[config.mk]
export PLATFORM = sky130hd
export DESIGN_NAME = fft8_stream_ctrl
export DESIGN_NICKNAME = d
export VERILOG_FILES = /design/src/rtl/fft8_stream_ctrl.sv
export SDC_FILE = /design/constraint.sdc
export NUM_CORES = 1
export LEC_CHECK = 0
export ABC_AREA = 1
export CORE_UTILIZATION = 30
export DETAILED_ROUTE_END_ITERATION = 12
export SYNTH_ARGS = -nofsm -noshare
export SYNTH_HDL_FRONTEND = slang
export SYNTH_SLANG_ARGS = --single-unit
[constraint.sdc]
create_clock -name clk -period 3.9 [get_ports clk]
set_clock_uncertainty 0.2 [all_clocks]
set_input_delay 0.975 -clock clk [delete_from_list [all_inputs] [get_ports clk]]
set_output_delay 0.975 -clock clk [all_outputs]
set_load 0.01 [all_outputs]
[src/rtl/fft8_stream_ctrl.sv]
// Streaming frame controller for an N-point FFT core: loads N samples, starts the core,
// waits for completion (with timeout) and streams the bins out. Macro FFT_CTRL_BITREV_EN selects bit-reversed load addresses.
module fft8_stream_ctrl #(
  parameter int N       = 8,
  parameter int WIDTH   = 12,
  parameter int TIMEOUT = 64
) (
  input  logic                    clk,
  input  logic                    rst,
  input  logic                    in_valid,
  output logic                    in_ready,
  input  logic signed [WIDTH-1:0] in_re,
  input  logic signed [WIDTH-1:0] in_im,
  output logic                    fft_load,
  output logic [$clog2(N)-1:0]    fft_load_addr,
  output logic signed [WIDTH-1:0] fft_data_re,
  output logic signed [WIDTH-1:0] fft_data_im,
  output logic                    fft_start,
  input  logic                    fft_done,
  output logic [$clog2(N)-1:0]    fft_out_addr,
  input  logic signed [WIDTH-1:0] fft_out_re,
  input  logic signed [WIDTH-1:0] fft_out_im,
  output logic                    out_valid,
  input  logic                    out_ready,
  output logic signed [WIDTH-1:0] out_re,
  output logic signed [WIDTH-1:0] out_im,
  output logic                    out_last,
  output logic                    busy,
  output logic                    err
);
  localparam int AW = $clog2(N);
  localparam int TW = $clog2(TIMEOUT + 1);

  typedef enum logic [2:0] {S_LOAD, S_START, S_WAIT, S_READ_ADDR, S_READ_HOLD} state_t;

  state_t                  state_reg, state_next;
  logic [AW-1:0]           cnt_reg, cnt_next;
  logic [AW-1:0]           k_reg, k_next;
  logic [TW-1:0]           wait_reg, wait_next;
  logic                    load_reg, load_next;
  logic [AW-1:0]           load_addr_reg, load_addr_next;
  logic signed [WIDTH-1:0] data_re_reg, data_re_next, data_im_reg, data_im_next;
  logic                    start_reg, start_next;
  logic                    err_reg, err_next;
  logic signed [WIDTH-1:0] out_re_reg, out_re_next, out_im_reg, out_im_next;
  logic [AW-1:0]           map_addr;

`ifdef FFT_CTRL_BITREV_EN
  for (genvar gi = 0; gi < AW; gi++) begin : g_bitrev
    assign map_addr[gi] = cnt_reg[AW-1-gi];
  end
`else
  assign map_addr = cnt_reg;
`endif

  always_ff @(posedge clk) begin
    if (rst) begin
      state_reg     <= S_LOAD;
      cnt_reg       <= '0;
      k_reg         <= '0;
      wait_reg      <= '0;
      load_reg      <= 1'b0;
      load_addr_reg <= '0;
      data_re_reg   <= '0;
      data_im_reg   <= '0;
      start_reg     <= 1'b0;
      err_reg       <= 1'b0;
      out_re_reg    <= '0;
      out_im_reg    <= '0;
    end else begin
      state_reg     <= state_next;
      cnt_reg       <= cnt_next;
      k_reg         <= k_next;
      wait_reg      <= wait_next;
      load_reg      <= load_next;
      load_addr_reg <= load_addr_next;
      data_re_reg   <= data_re_next;
      data_im_reg   <= data_im_next;
      start_reg     <= start_next;
      err_reg       <= err_next;
      out_re_reg    <= out_re_next;
      out_im_reg    <= out_im_next;
    end
  end

  always_comb begin
    state_next     = state_reg;
    cnt_next       = cnt_reg;
    k_next         = k_reg;
    wait_next      = wait_reg;
    load_next      = 1'b0;
    load_addr_next = load_addr_reg;
    data_re_next   = data_re_reg;
    data_im_next   = data_im_reg;
    start_next     = 1'b0;
    err_next       = 1'b0;
    out_re_next    = out_re_reg;
    out_im_next    = out_im_reg;
    unique case (state_reg)
      S_LOAD: begin
        if (in_valid) begin
          load_next      = 1'b1;
          load_addr_next = map_addr;
          data_re_next   = in_re;
          data_im_next   = in_im;
          if (cnt_reg == AW'(N - 1)) begin
            cnt_next   = '0;
            state_next = S_START;
          end else begin
            cnt_next = cnt_reg + 1'b1;
          end
        end
      end
      // The start pulse is registered, so it lands one cycle after the final load strobe.
      S_START: begin
        start_next = 1'b1;
        wait_next  = '0;
        state_next = S_WAIT;
      end
      // wait_reg==0 is the first WAIT cycle, where a done level left over from the previous frame is ignored.
      S_WAIT: begin
        if (wait_reg != '0 && fft_done) begin
          k_next     = '0;
          state_next = S_READ_ADDR;
        end else if (wait_reg == TW'(TIMEOUT - 1)) begin
          err_next   = 1'b1;
          cnt_next   = '0;
          state_next = S_LOAD;
        end else begin
          wait_next = wait_reg + 1'b1;
        end
      end
      S_READ_ADDR: begin
        out_re_next = fft_out_re;
        out_im_next = fft_out_im;
        state_next  = S_READ_HOLD;
      end
      S_READ_HOLD: begin
        if (out_ready) begin
          if (k_reg == AW'(N - 1)) begin
            k_next     = '0;
            state_next = S_LOAD;
          end else begin
            k_next     = k_reg + 1'b1;
            state_next = S_READ_ADDR;
          end
        end
      end
      default: state_next = S_LOAD;
    endcase
  end

  assign in_ready      = (state_reg == S_LOAD);
  assign busy          = (state_reg != S_LOAD);
  assign out_valid     = (state_reg == S_READ_HOLD);
  assign out_last      = out_valid && (k_reg == AW'(N - 1));
  assign fft_out_addr  = k_reg;
  assign fft_load      = load_reg;
  assign fft_load_addr = load_addr_reg;
  assign fft_data_re   = data_re_reg;
  assign fft_data_im   = data_im_reg;
  assign fft_start     = start_reg;
  assign err           = err_reg;
  assign out_re        = out_re_reg;
  assign out_im        = out_im_reg;
endmodule

==> flow_summary.toml, run 1 <==
[route]
routed.top_layer = "met4"
firstDrtPassIters = 4
wl_um = 7481
wl_met3_um = 769
wire_per_inst_um = 12.22
met1_length_um = 3489
vias = 2868
wl_met2_um = 3124
drt_iter0_markers = 89
drc = 0
via_per_inst = 4.686
ant_nets = 0

[clocking]
htree_levels = 3
clkTransAtPathRegs_ps = 70
post_cts_buffers = 0
clockRootBuffer = "clkbuf_8"
cts_tree = "yes"
hold_buffers = 0
cts_buffers = 9
cts_resized = 0
clock-sinks = 70
clock_latency_ps = 340
clock_path_buffers = 2

[min_path]
worstHoldPathCells = 2
hold_end = "fft_data_re[0]$_SDFFE_PP0P_"
hold_class = "flop to flop"
worstHoldStart = "fft_data_re[0]$_SDFFE_PP0P_"

[grt]
grtUsageTotal_pct = 15.75
grt_max_degree = 41
grt_pass1_wl_um = 12470
grt_remaining_overflow = 0
antenna_found_initial = 0
first_global_vias = 2784

[timing]
max_slew.worst_pin.slew_ps = 941.9
fmax_mhz = 348.1
setup_tns_ps = 0
max_slew_margin_pct = 37.05
report.final.slew_viol_count = 0
rsz0062_at_grt = "false"
period_share_pct = 73.65
period_needed_ps = 2872
setup_viol = 0
hold_viol_final = 0

[power]
p_int_mw = 1.082
switchingPower_mw = 0.3312
share_comb_of_total_power_pct = 10.6
p_seq_share_pct = 52.6
p_leak_nw = 1.741
clockPowerShare_pct = 36.8
power.density_mw_per_mm2 = 334.0
ir_drop_mv = 0.1562
p_sw_share_pct = 23.43

[setup_path]
crit_top_cell = "ha_1"
end_kind = "output port"
arrival_ps = 1700
critPathTopFamily = "buffers and inverters"
rrSetupSlack_ps = 1470
worst_path_max_delay_cell = "clkdlybuf4s50_1"
crit_path_max_incr_delay_ps = 540
path_cells = "ha_1, ha_1, inv_1, nor2_1, clkdlybuf4s50_1"
r2r-end = "cnt_reg[1]$_SDFFE_PP0P_"
rr_worst_depth = 9
crit_type = "flop to output port"
start_kind = "flop"
r2r_start = "state_reg[1]$_SDFFE_PP0P_"
crit_path_max_fanout = 4
cp.required_ps = 2720
worst-path-buf-inv = 2

[die]
initial_core_util_pct = 30.94
placementRows = 35
core_area_mm2 = 0.009196
die_area_mm2 = 0.009877
io_pins = 114
die_w_um = 99.39
die_h_um = 99.39

[final_layout]
drive_gt1_share_pct = 6.188
final_cell_mix = "clkdlybuf4s50_1, nand2_1, nor2_1, dfxtp_1, nand3_1"
final_core_util_pct = 46.03
fillers = 904
insertedDiodeCount = 0
area_growth_pct = 48.77
fin_nets = 556
layout_commonest_cell = "clkdlybuf4s50_1"

[placed_design]
dpl.hpwl_um = 5076
globalplace.congestion = 0.7616
io_buffers = 113

[synthesis]
avgSynthCellArea_um2 = 7.295
synthesis.nets = 449
synth_cells = 390
ys_ff_latch = 70
yosys_warnings = 0
ys_seq_area_share_pct = 49.25
syn_area_mm2 = 0.002845
synth_cell_types = 21

[flow_run]
drv_cap = 0

[run_status]
outcome = "finished clean"
[worst max path at each step]
stage / start / end / slack, ps / cells after the start
after floorplan: state_reg[1]$_SDFFE_PP0P_ / busy / 1800 / 5
after global placement: in_valid / cnt_reg[1]$_SDFFE_PP0P_ / 780 / 7
after detailed placement: in_valid / cnt_reg[1]$_SDFFE_PP0P_ / 730 / 7
after CTS: fft_out_addr[0]$_SDFFE_PP0P_ / out_last / 990 / 5
after global routing: fft_out_addr[0]$_SDFFE_PP0P_ / out_last / 900 / 5
final: fft_out_addr[0]$_SDFFE_PP0P_ / out_last / 1030 / 5
[cell families (layout without fill, tap and decap cells)]
logic type	count (synthesis)	after routing	share of synthesized area, %
AOI/OAI and AO/OA	69	69	12.14
adders and majority gates	6	6	2.638
DFF	70	70	49.25
and+or+nand+nor	197	197	29.38
buffers and inverters	48	159	6.596
[final cells by class]
cell class                      count  area [µm²]  share of cell area [%]
Sequential cell                    70        1401                   33.11
Multi-Input combinational cell    272        1256                   29.68
Timing Repair Buffer              117        1161                   27.43
Clock buffer                       11       151.4                   3.577
Tap cell                          111       138.9                   3.281
Inverter                           27       101.3                   2.394
Clock inverter                      4       22.52                  0.5321
[per-layer routing]
| metal | GRT usage [%] | vias up |
|---|---|---|
| met2 | 25.11 | 117 |
| met4 | 5.543 | 0 |
| met1 | 18.89 | 1272 |
| met5 | 0 | - |
| met3 | 6.887 | 9 |
| li1 | - | 1470 |
[synthesized netlist by cell type, drive strengths merged]
master   n  area share [%]
ha       6             2.6
dfxtp   70              49
nand2   76              10
a21oi   36             6.3
nand4    2            0.44
or2      2            0.44
o21ai   33             5.8
nor2    74              10
inv     27             3.6
nor3     3            0.70
nand3   40             7.7
buf      6             1.1
clkbuf  15             2.0
[metrics by stage]
| stage | setup slack, ps | area [µm²] | total power [mW] | hold slack [ps] | std cells |
|---|---|---|---|---|---|
| 6_report | 1028 | 4233 | 1.414 | 262.9 | 612 |
| 5_1_grt | 897.4 | 4233 | 1.488 | 280.3 | 612 |
| 4_1_cts | 985.9 | 4233 | 1.439 | 266.3 | 612 |
| 3_5_place_dp | 728.0 | 4059 | 0.9119 | 254.4 | 597 |
| 3_3_place_gp | 775.4 | 4059 | 0.9104 | 248.4 | 597 |
| 2_1_floorplan | 1805 | 2845 | 0.8136 | 270.8 | 390 |
[worst min-delay path, cell delays in order, from the launching register on]
cell and delay (ps):
dfxtp_1 310, nand2_1 60, a21oi_1 50
[power groups by stage]
stage	clock network, mW	logic (mW)	registers (mW)
floorplan	0	0.0465	0.767
global placement	0	0.150	0.760
detailed placement	0	0.151	0.761
CTS	0.543	0.152	0.744
global route	0.578	0.164	0.746
finish	0.520	0.150	0.744
Note: power is estimated with default switching activity, not from simulation.
==> run 2, diff against run 1 <==
clock period = 2.8 ns   (was 3.9 ns; I/O delays follow)
==> flow_summary.toml, run 2 (synthesis results as in run 1) <==
[route]
wl_met2_um = 3179
vias = 2829
wl_met3_um = 891
routed.top_layer = "met4"
wl_um = 7624
met1_length_um = 3470
wire_per_inst_um = 12.40
firstDrtPassIters = 6
drt_iter0_markers = 99
ant_nets = 0
drc = 0
via_per_inst = 4.600

[timing]
period_share_pct = 92.96
report.final.slew_viol_count = 0
setup_viol = 0
setup_tns_ps = 0
max_slew.worst_pin.slew_ps = 790.1
period_needed_ps = 2603
hold_slack_ps = 260.7
fmax_mhz = 384.2
rsz0062_at_grt = "false"
max_slew_margin_pct = 47.27
hold_viol_final = 0

[placed_design]
io_buffers = 113
dpl.hpwl_um = 5189
placed_cells = 599
globalplace.congestion = 0.7810

[clocking]
clock-sinks = 70
htree_levels = 3
cts_tree = "yes"
clock_latency_ps = 340
cts_resized = 0
post_cts_buffers = 0
hold_buffers = 0
clockRootBuffer = "clkbuf_8"
clock_path_buffers = 2
clkTransAtPathRegs_ps = 80
cts_buffers = 9

[setup_path]
r2r_start = "state_reg[0]$_SDFFE_PP0P_"
start_kind = "flop"
crit_path_max_fanout = 4
arrival_ps = 1700
crit_type = "flop to output port"
end_kind = "output port"
rr_worst_depth = 10
r2r-end = "cnt_reg[1]$_SDFFE_PP0P_"
cp.required_ps = 1900
rrSetupSlack_ps = 840

[flow_run]
drv_cap = 0

[final_layout]
area_growth_pct = 50.53
fin_cells = 615
fillers = 920
drive_gt1_share_pct = 6.746
insertedDiodeCount = 0
final_cell_mix = "clkdlybuf4s50_1, nand2_1, nor2_1, dfxtp_1, nand3_1"
layout_commonest_cell = "clkdlybuf4s50_1"
fin_nets = 558
final_core_util_pct = 46.57

[die]
io_pins = 114
core_area_mm2 = 0.009196
die_area_mm2 = 0.009877
initial_core_util_pct = 30.94
placementRows = 35
die_h_um = 99.39
die_w_um = 99.39

[grt]
first_global_vias = 2832
grt_remaining_overflow = 0
antenna_found_initial = 0
grt_max_degree = 41
grt_pass1_wl_um = 12680
grtUsageTotal_pct = 16.00

[power]
p_total_mw = 2.087
p_leak_nw = 1.758
power.density_mw_per_mm2 = 487.4
ir_drop_mv = 0.1800

[min_path]
hold_class = "flop to flop"
worstHoldStart = "fft_data_re[11]$_SDFFE_PP0P_"
hold_end = "fft_data_re[11]$_SDFFE_PP0P_"
worstHoldPathCells = 2

[run_status]
outcome = "finished clean"
-- run 2: cell type report --
type / count / area, µm² / area share (%)
clock buffers: 11 / 151.4 / 3.535
clock inverters: 5 / 57.56 / 1.344
inverters: 27 / 101.3 / 2.366
multi-input cells: 272 / 1256 / 29.33
flip-flops and latches: 70 / 1401 / 32.72
well taps: 111 / 138.9 / 3.243
repair buffers: 119 / 1176 / 27.46
-- run 2: routing by layer --
layer	vias to the layer above	GRT usage [%]
met2	112	26.28
met4	0	6.674
li1	1472	-
met5	-	0
met1	1237	18.05
met3	8	7.168
-- run 2: worst max path at each step --
| stage | to | start | slack (ps) |
|---|---|---|---|
| finish | out_last | fft_out_addr[0]$_SDFFE_PP0P_ | 200 |
| floorplan | busy | state_reg[1]$_SDFFE_PP0P_ | 980 |
| global route | out_last | fft_out_addr[0]$_SDFFE_PP0P_ | 60 |
| global placement | wait_reg[3]$_SDFFE_PP0P_ | rst | 430 |
| CTS | out_last | fft_out_addr[0]$_SDFFE_PP0P_ | 160 |
| detailed placement | out_re[3]$_SDFFE_PP0P_ | rst | 420 |
-- run 2: report_power, final --
part | total, mW | internal, mW | switching (mW)
Combinational | 0.212 | 0.128 | 0.0841
Clock | 0.840 | 0.458 | 0.382
Sequential | 1.04 | 1.02 | 0.0143
Total | 2.09 | 1.61 | 0.480
-- run 2: critical path, cell delays in order (launching register included) --
cell and delay (ps):
dfxtp_1 390, ha_1 170, ha_1 130, inv_1 50
nor2_1 90, clkdlybuf4s50_1 540
-- run 2: through the flow --
step                area [µm²]  worst slack (ps)
CTS                       4283             161.5
finish                    4283             197.2
floorplan                 2845             979.9
global placement          4074             434.9
global route              4283             64.84
detailed placement        4074             422.4
